## src/rtl/button_event_queue_pkg.sv

```systemverilog
// ----------------------------------------------------------------------------
// button_event_queue_pkg
//   Shared definitions for the button event queue: the clog2 helper, the
//   event id width, the FIFO entry width and the arbitration source count.
//   Optional feature macro: BUTTON_LONGPRESS_EN (undefined by default). When
//   defined, every button also owns a long-press source, and a FIFO entry
//   carries {long, id} instead of id alone.
// ----------------------------------------------------------------------------
package button_event_queue_pkg;

    function automatic int clog2(input int n);
        int r;
        r = 0;
        while ((1 << r) < n) r = r + 1;
        return r;
    endfunction

    // Button index width; at least one bit even for a single button.
    function automatic int id_width(input int n);
        return (clog2(n) < 1) ? 1 : clog2(n);
    endfunction

    function automatic int entry_width(input int n_buttons);
`ifdef BUTTON_LONGPRESS_EN
        return id_width(n_buttons) + 1;
`else
        return id_width(n_buttons);
`endif
    endfunction

    // Request sources: short i = i, long i = n_buttons + i.
    function automatic int n_sources(input int n_buttons);
`ifdef BUTTON_LONGPRESS_EN
        return 2 * n_buttons;
`else
        return n_buttons;
`endif
    endfunction

endpackage

```

## src/rtl/button_debounce.sv

```systemverilog
// ----------------------------------------------------------------------------
// button_debounce
//   One button: saturating stability counter, debounced level, one-cycle
//   press pulse and, with BUTTON_LONGPRESS_EN defined, a hold timer that
//   fires a single long-press pulse per press.
// Ports
//   clock, reset   system clock, synchronous active-high reset
//   btn_i          raw (already synchronised) button level
//   level_o        debounced level (counter saturated)
//   press_o        one-cycle pulse on a debounced rising level
//   long_o         one-cycle long-press pulse (constant 0 without the macro)
// ----------------------------------------------------------------------------
module button_debounce
    import button_event_queue_pkg::*;
#(
    parameter int DEBOUNCE_BITS = 2,
    parameter int LONG_CYCLES   = 1000
) (
    input  logic clock,
    input  logic reset,
    input  logic btn_i,
    output logic level_o,
    output logic press_o,
    output logic long_o
);

    logic [DEBOUNCE_BITS-1:0] cnt_q, cnt_d;
    logic                     level_q;
    logic                     armed_q, armed_d;

    always_comb begin
        cnt_d = '0;
        if (btn_i) cnt_d = (&cnt_q) ? cnt_q : cnt_q + 1'b1;
    end

    // A button held through reset stays disarmed until it is seen released,
    // so a held button never produces an event just because reset ended.
    assign armed_d = armed_q | ~btn_i;

    assign level_o = &cnt_q;
    assign press_o = level_o & ~level_q & armed_q;

    always_ff @(posedge clock) begin
        if (reset) begin
            cnt_q   <= '0;
            level_q <= 1'b0;
            armed_q <= ~btn_i;
        end else begin
            cnt_q   <= cnt_d;
            level_q <= level_o;
            armed_q <= armed_d;
        end
    end

`ifdef BUTTON_LONGPRESS_EN
    localparam int HW = clog2(LONG_CYCLES + 1);
    localparam logic [HW-1:0] HOLD_SAT  = HW'(LONG_CYCLES);
    localparam logic [HW-1:0] HOLD_FIRE = HW'(LONG_CYCLES - 1);

    logic [HW-1:0] hold_q, hold_d;

    // Saturating above the fire value guarantees one long pulse per press.
    always_comb begin
        hold_d = '0;
        if (level_o) hold_d = (hold_q == HOLD_SAT) ? hold_q : hold_q + 1'b1;
    end

    assign long_o = level_o & armed_q & (hold_q == HOLD_FIRE);

    always_ff @(posedge clock) begin
        if (reset) hold_q <= '0;
        else       hold_q <= hold_d;
    end
`else
    // No hold timer; the expression folds to constant 0.
    assign long_o = (LONG_CYCLES < 0);
`endif

endmodule

```

## src/rtl/button_event_queue.sv

```systemverilog
// ----------------------------------------------------------------------------
// button_event_queue
//   Debounces N_BUTTONS buttons, latches each press as a pending request,
//   serialises requests through a round-robin arbiter into a small FIFO and
//   presents the FIFO head on a valid/ready stream.
//   Optional feature macro: BUTTON_LONGPRESS_EN (undefined by default) adds a
//   long-press source per button and the evt_long_o flag.
// Ports
//   clock, reset   system clock, synchronous active-high reset
//   btn_in_i       raw button levels, synchronised to clock
//   evt_valid_o    FIFO head holds an event
//   evt_ready_i    consumer accepts the head when valid & ready
//   evt_id_o       button index of the head event (0 when empty)
//   evt_long_o     head event is a long press
//   dropped_o      sticky: an event merged into an already-pending request
//   clr_drop_i     clears dropped_o; a simultaneous drop wins
//   level_o        debounced button levels
// ----------------------------------------------------------------------------
module button_event_queue
    import button_event_queue_pkg::*;
#(
    parameter int N_BUTTONS     = 5,
    parameter int DEBOUNCE_BITS = 2,
    parameter int FIFO_DEPTH    = 4,
    parameter int LONG_CYCLES   = 1000
) (
    input  logic                           clock,
    input  logic                           reset,
    input  logic [N_BUTTONS-1:0]           btn_in_i,
    output logic                           evt_valid_o,
    input  logic                           evt_ready_i,
    output logic [id_width(N_BUTTONS)-1:0] evt_id_o,
    output logic                           evt_long_o,
    output logic                           dropped_o,
    input  logic                           clr_drop_i,
    output logic [N_BUTTONS-1:0]           level_o
);

    localparam int IDW  = id_width(N_BUTTONS);
    localparam int EW   = entry_width(N_BUTTONS);
    localparam int NSRC = n_sources(N_BUTTONS);
    localparam int SW   = id_width(NSRC);
    localparam int PW   = clog2(FIFO_DEPTH);
    localparam int CW   = PW + 1;

    // ---------------- per-button debounce ----------------
    logic [N_BUTTONS-1:0] press, long_ev;

    for (genvar g = 0; g < N_BUTTONS; g++) begin : g_btn
        button_debounce #(
            .DEBOUNCE_BITS (DEBOUNCE_BITS),
            .LONG_CYCLES   (LONG_CYCLES)
        ) u_db (
            .clock   (clock),
            .reset   (reset),
            .btn_i   (btn_in_i[g]),
            .level_o (level_o[g]),
            .press_o (press[g]),
            .long_o  (long_ev[g])
        );
    end

    logic [NSRC-1:0] evt_src;
`ifdef BUTTON_LONGPRESS_EN
    assign evt_src = {long_ev, press};
`else
    logic unused_long;
    assign evt_src     = press;
    assign unused_long = ^long_ev;
`endif

    // ---------------- state ----------------
    logic [NSRC-1:0] pend_q, pend_d;
    logic [SW-1:0]   rr_q, rr_d;
    logic            dropped_q, dropped_d;
    logic [PW-1:0]   wr_q, wr_d, rd_q, rd_d;
    logic [CW-1:0]   cnt_q, cnt_d;
    logic [EW-1:0]   mem_q [FIFO_DEPTH];

    // ---------------- round-robin arbiter ----------------
    logic            full;
    logic            gnt_vld;
    logic [SW-1:0]   gnt_idx;
    logic [NSRC-1:0] gnt_vec;

    assign full = (cnt_q == CW'(FIFO_DEPTH));

    // Grant is gated by full at cycle start, so a pop in the same cycle
    // never makes room for a push.
    always_comb begin
        int idx;
        gnt_vld = 1'b0;
        gnt_idx = '0;
        idx     = 0;
        for (int k = 0; k < NSRC; k++) begin
            idx = int'(rr_q) + k;
            if (idx >= NSRC) idx = idx - NSRC;
            if (!full && !gnt_vld && pend_q[SW'(idx)]) begin
                gnt_vld = 1'b1;
                gnt_idx = SW'(idx);
            end
        end
    end

    assign gnt_vec = gnt_vld ? (NSRC'(1) << gnt_idx) : '0;

    always_comb begin
        rr_d = rr_q;
        if (gnt_vld) rr_d = (int'(gnt_idx) == NSRC - 1) ? '0 : gnt_idx + SW'(1);
    end

    // A new event on the source being granted re-arms it without a drop.
    assign pend_d    = (pend_q & ~gnt_vec) | evt_src;
    assign dropped_d = (|(evt_src & pend_q & ~gnt_vec)) | (dropped_q & ~clr_drop_i);

    // ---------------- FIFO ----------------
    logic [EW-1:0] wr_entry, head;
    logic          push, pop;

`ifdef BUTTON_LONGPRESS_EN
    always_comb begin
        if (int'(gnt_idx) >= N_BUTTONS) wr_entry = {1'b1, IDW'(int'(gnt_idx) - N_BUTTONS)};
        else                            wr_entry = {1'b0, IDW'(gnt_idx)};
    end
`else
    assign wr_entry = EW'(gnt_idx);
`endif

    assign push = gnt_vld;
    assign pop  = evt_valid_o & evt_ready_i;
    assign head = mem_q[rd_q];

    assign wr_d  = push ? wr_q + PW'(1) : wr_q;
    assign rd_d  = pop  ? rd_q + PW'(1) : rd_q;
    assign cnt_d = cnt_q + CW'(push) - CW'(pop);

    always_ff @(posedge clock) begin
        if (push) mem_q[wr_q] <= wr_entry;
    end

    always_ff @(posedge clock) begin
        if (reset) begin
            pend_q    <= '0;
            rr_q      <= '0;
            dropped_q <= 1'b0;
            wr_q      <= '0;
            rd_q      <= '0;
            cnt_q     <= '0;
        end else begin
            pend_q    <= pend_d;
            rr_q      <= rr_d;
            dropped_q <= dropped_d;
            wr_q      <= wr_d;
            rd_q      <= rd_d;
            cnt_q     <= cnt_d;
        end
    end

    // ---------------- outputs ----------------
    assign evt_valid_o = (cnt_q != '0);
    assign evt_id_o    = evt_valid_o ? head[IDW-1:0] : '0;
    assign dropped_o   = dropped_q;
`ifdef BUTTON_LONGPRESS_EN
    assign evt_long_o  = evt_valid_o & head[EW-1];
`else
    assign evt_long_o  = 1'b0;
`endif

endmodule

```

## config.mk

```make
export PLATFORM = sky130hd
export DESIGN_NAME = button_event_queue
export DESIGN_NICKNAME = d
export VERILOG_FILES = /design/src/rtl/button_event_queue_pkg.sv /design/src/rtl/button_debounce.sv /design/src/rtl/button_event_queue.sv
export SDC_FILE = /design/constraint.sdc
export NUM_CORES = 1
export LEC_CHECK = 0
export CAP_MARGIN = 25
export CORE_ASPECT_RATIO = 0.9
export CORE_UTILIZATION = 50
export CTS_CLUSTER_DIAMETER = 80
export DETAILED_ROUTE_END_ITERATION = 7
export GPL_TIMING_DRIVEN = 0
export PLACE_DENSITY = 0.71
export SLEW_MARGIN = 30
export SYNTH_ARGS = -nofsm -noshare
export SYNTH_HDL_FRONTEND = slang
export SYNTH_SLANG_ARGS = --single-unit
```

## constraint.sdc

```tcl
create_clock -name clock -period 4.4 [get_ports clock]
set_input_delay 0.88 -clock clock [delete_from_list [all_inputs] [get_ports clock]]
set_output_delay 0.88 -clock clock [all_outputs]
set_load 0.02 [all_outputs]
```

* After elaboration in Yosys (flattened, before gate mapping)
Memory sizes are Yosys's and may differ from the RTL's. A register that Yosys moved wholly into a read port is not among the register bits.
Cells that the tools add are included.
** Operators by class
- Add/sub/neg operators :: 19
- Multiply operators :: 0
- Div/mod/pow operators :: 0
- $lt $le $gt $ge :: 10
- Eq/ne operators :: 2
- Shift-type cells :: 1
- Muxes and demuxes :: 42
- Bitwise logic cells :: 34
- Reduce and logical (&&, ||, !) cells :: 26
** Operators by type and width (count)
- $mux W3 :: 12
- $lt A3 B5 Y1 const B :: 5
- $mux W1 :: 22
- $ge A4 B3 Y1 const B :: 4
- $and A5 B5 Y5 :: 3
- $bmux W1 S3 :: 5
- $sub A3 B3 Y3 const B :: 5
- $add A2 B1 Y2 const B :: 7
- $and A1 B1 Y1 :: 12
- $not A1 Y1 :: 11
- $reduce_and A2 Y1 :: 5
- $reduce_or A2 Y1 :: 5
- $logic_and A1 B1 Y1 :: 9
- $add A3 B2 Y4 const B :: 2
- $eq A3 B3 Y1 const B :: 2
- $or A1 B1 Y1 :: 6
- $logic_not A1 Y1 :: 5
- $mux W5 :: 1
- $not A5 Y5 :: 1
- $or A5 B5 Y5 :: 1
- $reduce_or A5 Y1 :: 1
- $shl A1 B3 Y5 const A :: 1
- $add A3 B1 Y4 const B :: 1
- $add A3 B3 Y4 const B :: 1
- 6 further kinds :: 7
** Word-level totals
- Register bits after elaboration :: 36
- Latch bits :: 0
- RAM bits :: 12
- Memory bits (read-only) :: 0
- Bits of input ports :: 9
- Output and inout port bits :: 11
- Logic and storage cells :: 156
- Memories kept :: 1
** Memory list
- mem_q :: words 4, width 3, read ports 1, clocked after Yosys merged registers in 1, write ports 1, RTL line button_event_queue.sv:78 : logic [EW-1:0] mem_q [FIFO_DEPTH];

* Logic depth before layout (Yosys ltp)
- Depth in word-level cells :: 29
- Gate-level depth with buffers :: 23

* Modules after synthesis
Synthesis repeated with hierarchy kept, for this count alone.
** Second synthesis, totals
- Cell total of the unflattened synthesis :: 382
- Area, all modules :: 3428.3 µm²
** By module, submodules not included
- button_event_queue :: instances 1, cells an instance 297, area each 2633.8 µm², seq. area each 720.7 µm²
- button_debounce :: instances 5, cells an instance 17, area each 158.9 µm², seq. area each 80.1 µm²

* Least setup slack after synthesis
OpenSTA, ideal clock, no wires.
- Kind :: register -> register
- Start point :: register rr_q[0]
- End point :: register dropped_q, in the netlist dropped_o
- Arrival :: 4.232 ns
- Required time :: 4.285 ns
- Slack :: 0.052 ns
- Stages on the path, launching flop included :: 22
- Clock period less this slack :: 4.348 ns
- Cell sequence :: dfxtp_1 > buf_4 > buf_6 > inv_1 > ha_1 > inv_1 > fa_1 > a21o_2 > mux2i_1 > or3_2 > and2_1 > a31o_1 > o32a_1 > inv_1 > ha_1 > ha_1 > o22ai_1 > nor3_1 > nand4_1 > a21oi_1 > a311oi_1 > a31o_1
** On the way
- Cells in the longest elaborated chain, start to end :: 29
- Elaborated cells between the ends (all ways) :: 63
** RTL lines
- start: declaration :: RTL line button_event_queue.sv:74 : logic [SW-1:0] rr_q, rr_d;
- start signal: assignment :: RTL line button_event_queue.sv:151 : rr_q <= rr_d;
- parallel branches: the longest is 22 deep, another holds $add A3 B1 Y4
- $mux W3 * :: RTL line button_event_queue.sv:98 : if (!full && !gnt_vld && pend_q[SW'(idx)]) begin
- net gnt_idx[0] :: RTL line button_event_queue.sv:83 : logic [SW-1:0] gnt_idx;
- $shl A1 B3 Y5 * :: RTL line button_event_queue.sv:105 : assign gnt_vec = gnt_vld ? (NSRC'(1) << gnt_idx) : '0;
- $mux W5 * :: RTL line button_event_queue.sv:105
- $not A5 Y5 * :: RTL line button_event_queue.sv:114 : assign dropped_d = (|(evt_src & pend_q & ~gnt_vec)) | (dropped_q & ~clr_drop_i);
- $and A5 B5 Y5 * :: RTL line button_event_queue.sv:114
- $reduce_or A5 Y1 * :: RTL line button_event_queue.sv:114
- $or A1 B1 Y1 * :: RTL line button_event_queue.sv:114
- end signal: assignment :: RTL line button_event_queue.sv:152 : dropped_q <= dropped_d;
- end: declaration :: RTL line button_event_queue.sv:75 : logic dropped_q, dropped_d;
Mark *: on every way through the listed nets, which the timed path passes. The select of a mux whose other input is x is not followed.
A chain may end at the register's enable or synchronous reset.

* Final worst setup path
Ends and elaborated chain as after synthesis.

==> results_dict.tcl <==
set metrics [dict create \
    cts_buffer_depth 2 \
    yosysTopAreaCell "dfxtp_1" \
    core-area_sq_um 6550 \
    fin_area_sq_um 4210 \
    drc 0 \
    ios 20 \
    synth_area_sq_um 3390 \
    ys_top_cells_by_area "dfxtp_1 22%, edfxtp_1 11%, ha_1 8.9%" \
    path_buf_inv 7 \
    drtIter0Drc 259 \
    synth_cell_types 69 \
    hpwl_um 5740 \
    cts_buffers 5 \
    synth_enable_flop_cells 12 \
    die_h_um 80.1 \
    h-tree-depth 2 \
    ys_top_cells_by_count "38 x dfxtp_1, 30 x nor2_1, 24 x ha_1, 23 x inv_1, 17 x mux2i_1" \
    final_hold_viol_count 0 \
    start_kind "register" \
    first_pass_iters 4 \
    grt_usage 0.234 \
    wirelength_um 8360 \
    drive_gt1_frac 0.261 \
    ys_seq_area_frac 0.331 \
    p_leak_nw 1.71 \
    synth_top_area_frac 0.225 \
    stdcell_count 504 \
    max_freq_mhz 231 \
    drtAntennaViolNets 0 \
    async_reset_ff_frac 0 \
    end_kind "register" \
    place_area_sq_um 3680 \
    grt_pass1_wl_um 12700 \
    required_ns 4.60 \
    syn_avg_cell_area_sq_um 9.25 \
    dp_slack_ns -0.604 \
    crit_family "compound AO/OA/AOI/OAI gates" \
    insertion_delay_ns 0.30 \
    synth_most_common_cell "dfxtp_1" \
    layout.nets 448 \
    path_clk_slew_ns 0.09 \
    cts_sinks 50 \
    critical_path_arrival_ns 4.53 \
    die_area_sq_um 7110 \
    criticalPathCategory "register to register" \
    slew_headroom 0.500 \
    maxCapViolCount 0 \
    grt_overflow 0 \
    timing.final.ws_setup_ns 0.0716 \
    dp.cells 474 \
    gp_routability_congestion 0.898 \
    finalPower_w 0.00271 \
    grt_pass1_vias 2658 \
    cts.root.buffer_cell "clkbuf_8" \
    syn_inst 366 \
    area_growth_pct 24.3 \
    irDropWorstVdd_v 0.000429 \
    num_rows 28 \
    crit_chain "buf_6 -> buf_8 -> clkinvlp_4 -> ha_4 -> inv_2 -> fa_2 -> a21o_4 -> mux2i_4 -> o2111ai_4 -> buf_6 -> o211ai_4 -> nand3b_4 -> a21oi_2 -> a21o_1 -> nand2_2 -> a22oi_2 -> ha_4 -> ha_4 -> o22ai_2 -> nor3_2 -> buf_4 -> buf_4 -> a311oi_2 -> a31o_1" \
    fin_crit_ns 4.33 \
    crit_top_cell "ha_4" \
    slowest_stage "fa_2" \
    timing.hold.ws_ns 0.478 \
    num_vias 2903 \
    ys_seq_elements 50 \
    numPortBuffers 18 \
    dieWidth_um 88.8 \
    powerDensity_nw_per_um2 644 \
    outcome "completed" \
    viasPerCell 5.76 \
    routedWlPerCell_um 16.6 \
    hold_path.class "register to register" \
    setup_viol 0 \
    tritoncts "yes" \
    slew_violations 0 \
    start_util 0.517 \
    path_max_fanout 10 \
    worst_pin_slew_ns 0.739 \
    ys.warnings.count 0 \
    diodes 0 \
    finClkSkew_ns 0.00441 \
    slowest_delay_ns 0.45 \
    synth_ff_type "dfxtp_1" \
    grt_max_degree 16 \
    grt_antenna_before_repair 0 \
    finalCritPeriodShare 0.984 \
    syn_nets 401 \
]
-- cell usage in the layout (no fill, tap or decap), types with 8 or more instances in the layout --
| master | instances |
|---|---|
| dfxtp_1 | 35 |
| nor2_1 | 30 |
| buf_4 | 29 |
| inv_1 | 20 |
| clkdlybuf4s50_1 | 18 |
| mux2i_1 | 15 |
| ha_1 | 15 |
| nand2_1 | 14 |
| nor2b_1 | 13 |
| a21oi_1 | 12 |
| o21ai_0 | 12 |
| edfxtp_1 | 12 |
| and2_1 | 9 |
| nand2b_1 | 9 |
| nor3_1 | 9 |
| xnor2_1 | 8 |
-- timing repair --
action,4_1_cts,5_1_grt
hold buffers,0,0
setup buffers,8,14
resized for setup,19,42
endpoints found under the hold margin,0,0
pin swaps,5,18
setup endpoints to repair,5,3
-- registers in the layout (all words and copies together), names as in the netlist, named ones only --
name / cells
mem_q: 12
g_btn.u_db.cnt_q: 10
g_btn.u_db.armed_q: 5
g_btn.u_db.level_q: 5
pend_q: 5
cnt_q: 3
rr_q: 3
rd_q: 2
wr_q: 2
dropped_o: 1
-- tightest hold or removal path, delay by kind of cell (launching register included) --
family          cells  cell delay, ns
compound gates      1            0.07
flops               1            0.31
buf+inv             1            0.05
-- per-layer routing --
layer	part of all wire	GRT usage	vias up
li1	-	-	1395
met1	0.44	0.316	1388
met2	0.48	0.382	107
met3	0.064	0.0370	13
met4	0.014	0.0742	0
met5	0	0	-
-- where the power goes --
group | leakage, nW | switching [W] | internal, W | total [W]
clock | 0.0432 | 0.000146 | 0.000109 | 0.000255
combinational | 1.24 | 0.000968 | 0.000832 | 0.00180
sequential | 0.426 | 0.0000588 | 0.000598 | 0.000657
total | 1.71 | 0.00117 | 0.00154 | 0.00271
-- logic make-up after synthesis --
logic type / Yosys count / share of synthesized area
buffers and inverters: 48 / 0.0713
other: 1 / 0.00111
flip-flops: 50 / 0.331
AO/OA/AOI/OAI: 78 / 0.168
XOR/XNOR: 15 / 0.0388
multiplexers: 21 / 0.0768
AND/OR/NAND/NOR: 127 / 0.212
adder cells (fa/ha/maj): 26 / 0.100
-- through the flow --
stage	setup TNS [ns]	utilization
after floorplan	0	-
after global placement	-0.946	0.562
after detailed placement	-1.12	0.562
after CTS	0	0.596
after global routing	-0.158	0.643
final	0	0.643
-- worst paths after layout --
| check | startpoint | end | slack, ns | depth (start not counted) |
|---|---|---|---|---|
| setup reg to reg | rr_q[0]$_SDFFE_PP0P_ | dropped_o$_SDFF_PP0_ | 0.07 | 24 |
| hold / removal | g_btn[2].u_db.armed_q$_DFF_P_ | g_btn[2].u_db.armed_q$_DFF_P_ | 0.48 | 2 |
| hold reg to reg | g_btn[2].u_db.armed_q$_DFF_P_ | g_btn[2].u_db.armed_q$_DFF_P_ | 0.48 | 2 |
| setup / recovery | rr_q[0]$_SDFFE_PP0P_ | dropped_o$_SDFF_PP0_ | 0.07 | 24 |
-- final cells by class --
cell class	count	area, sq um
inverters	24	93.8
multi-input cells	268	2270
repair buffers	40	349
clock buffers	5	68.8
clock inverters	3	16.3
well taps	90	113
flip-flops and latches	50	1130
fillers	536	2340
plain buffers	24	173
No activity file was read; power rests on OpenSTA's default activity.
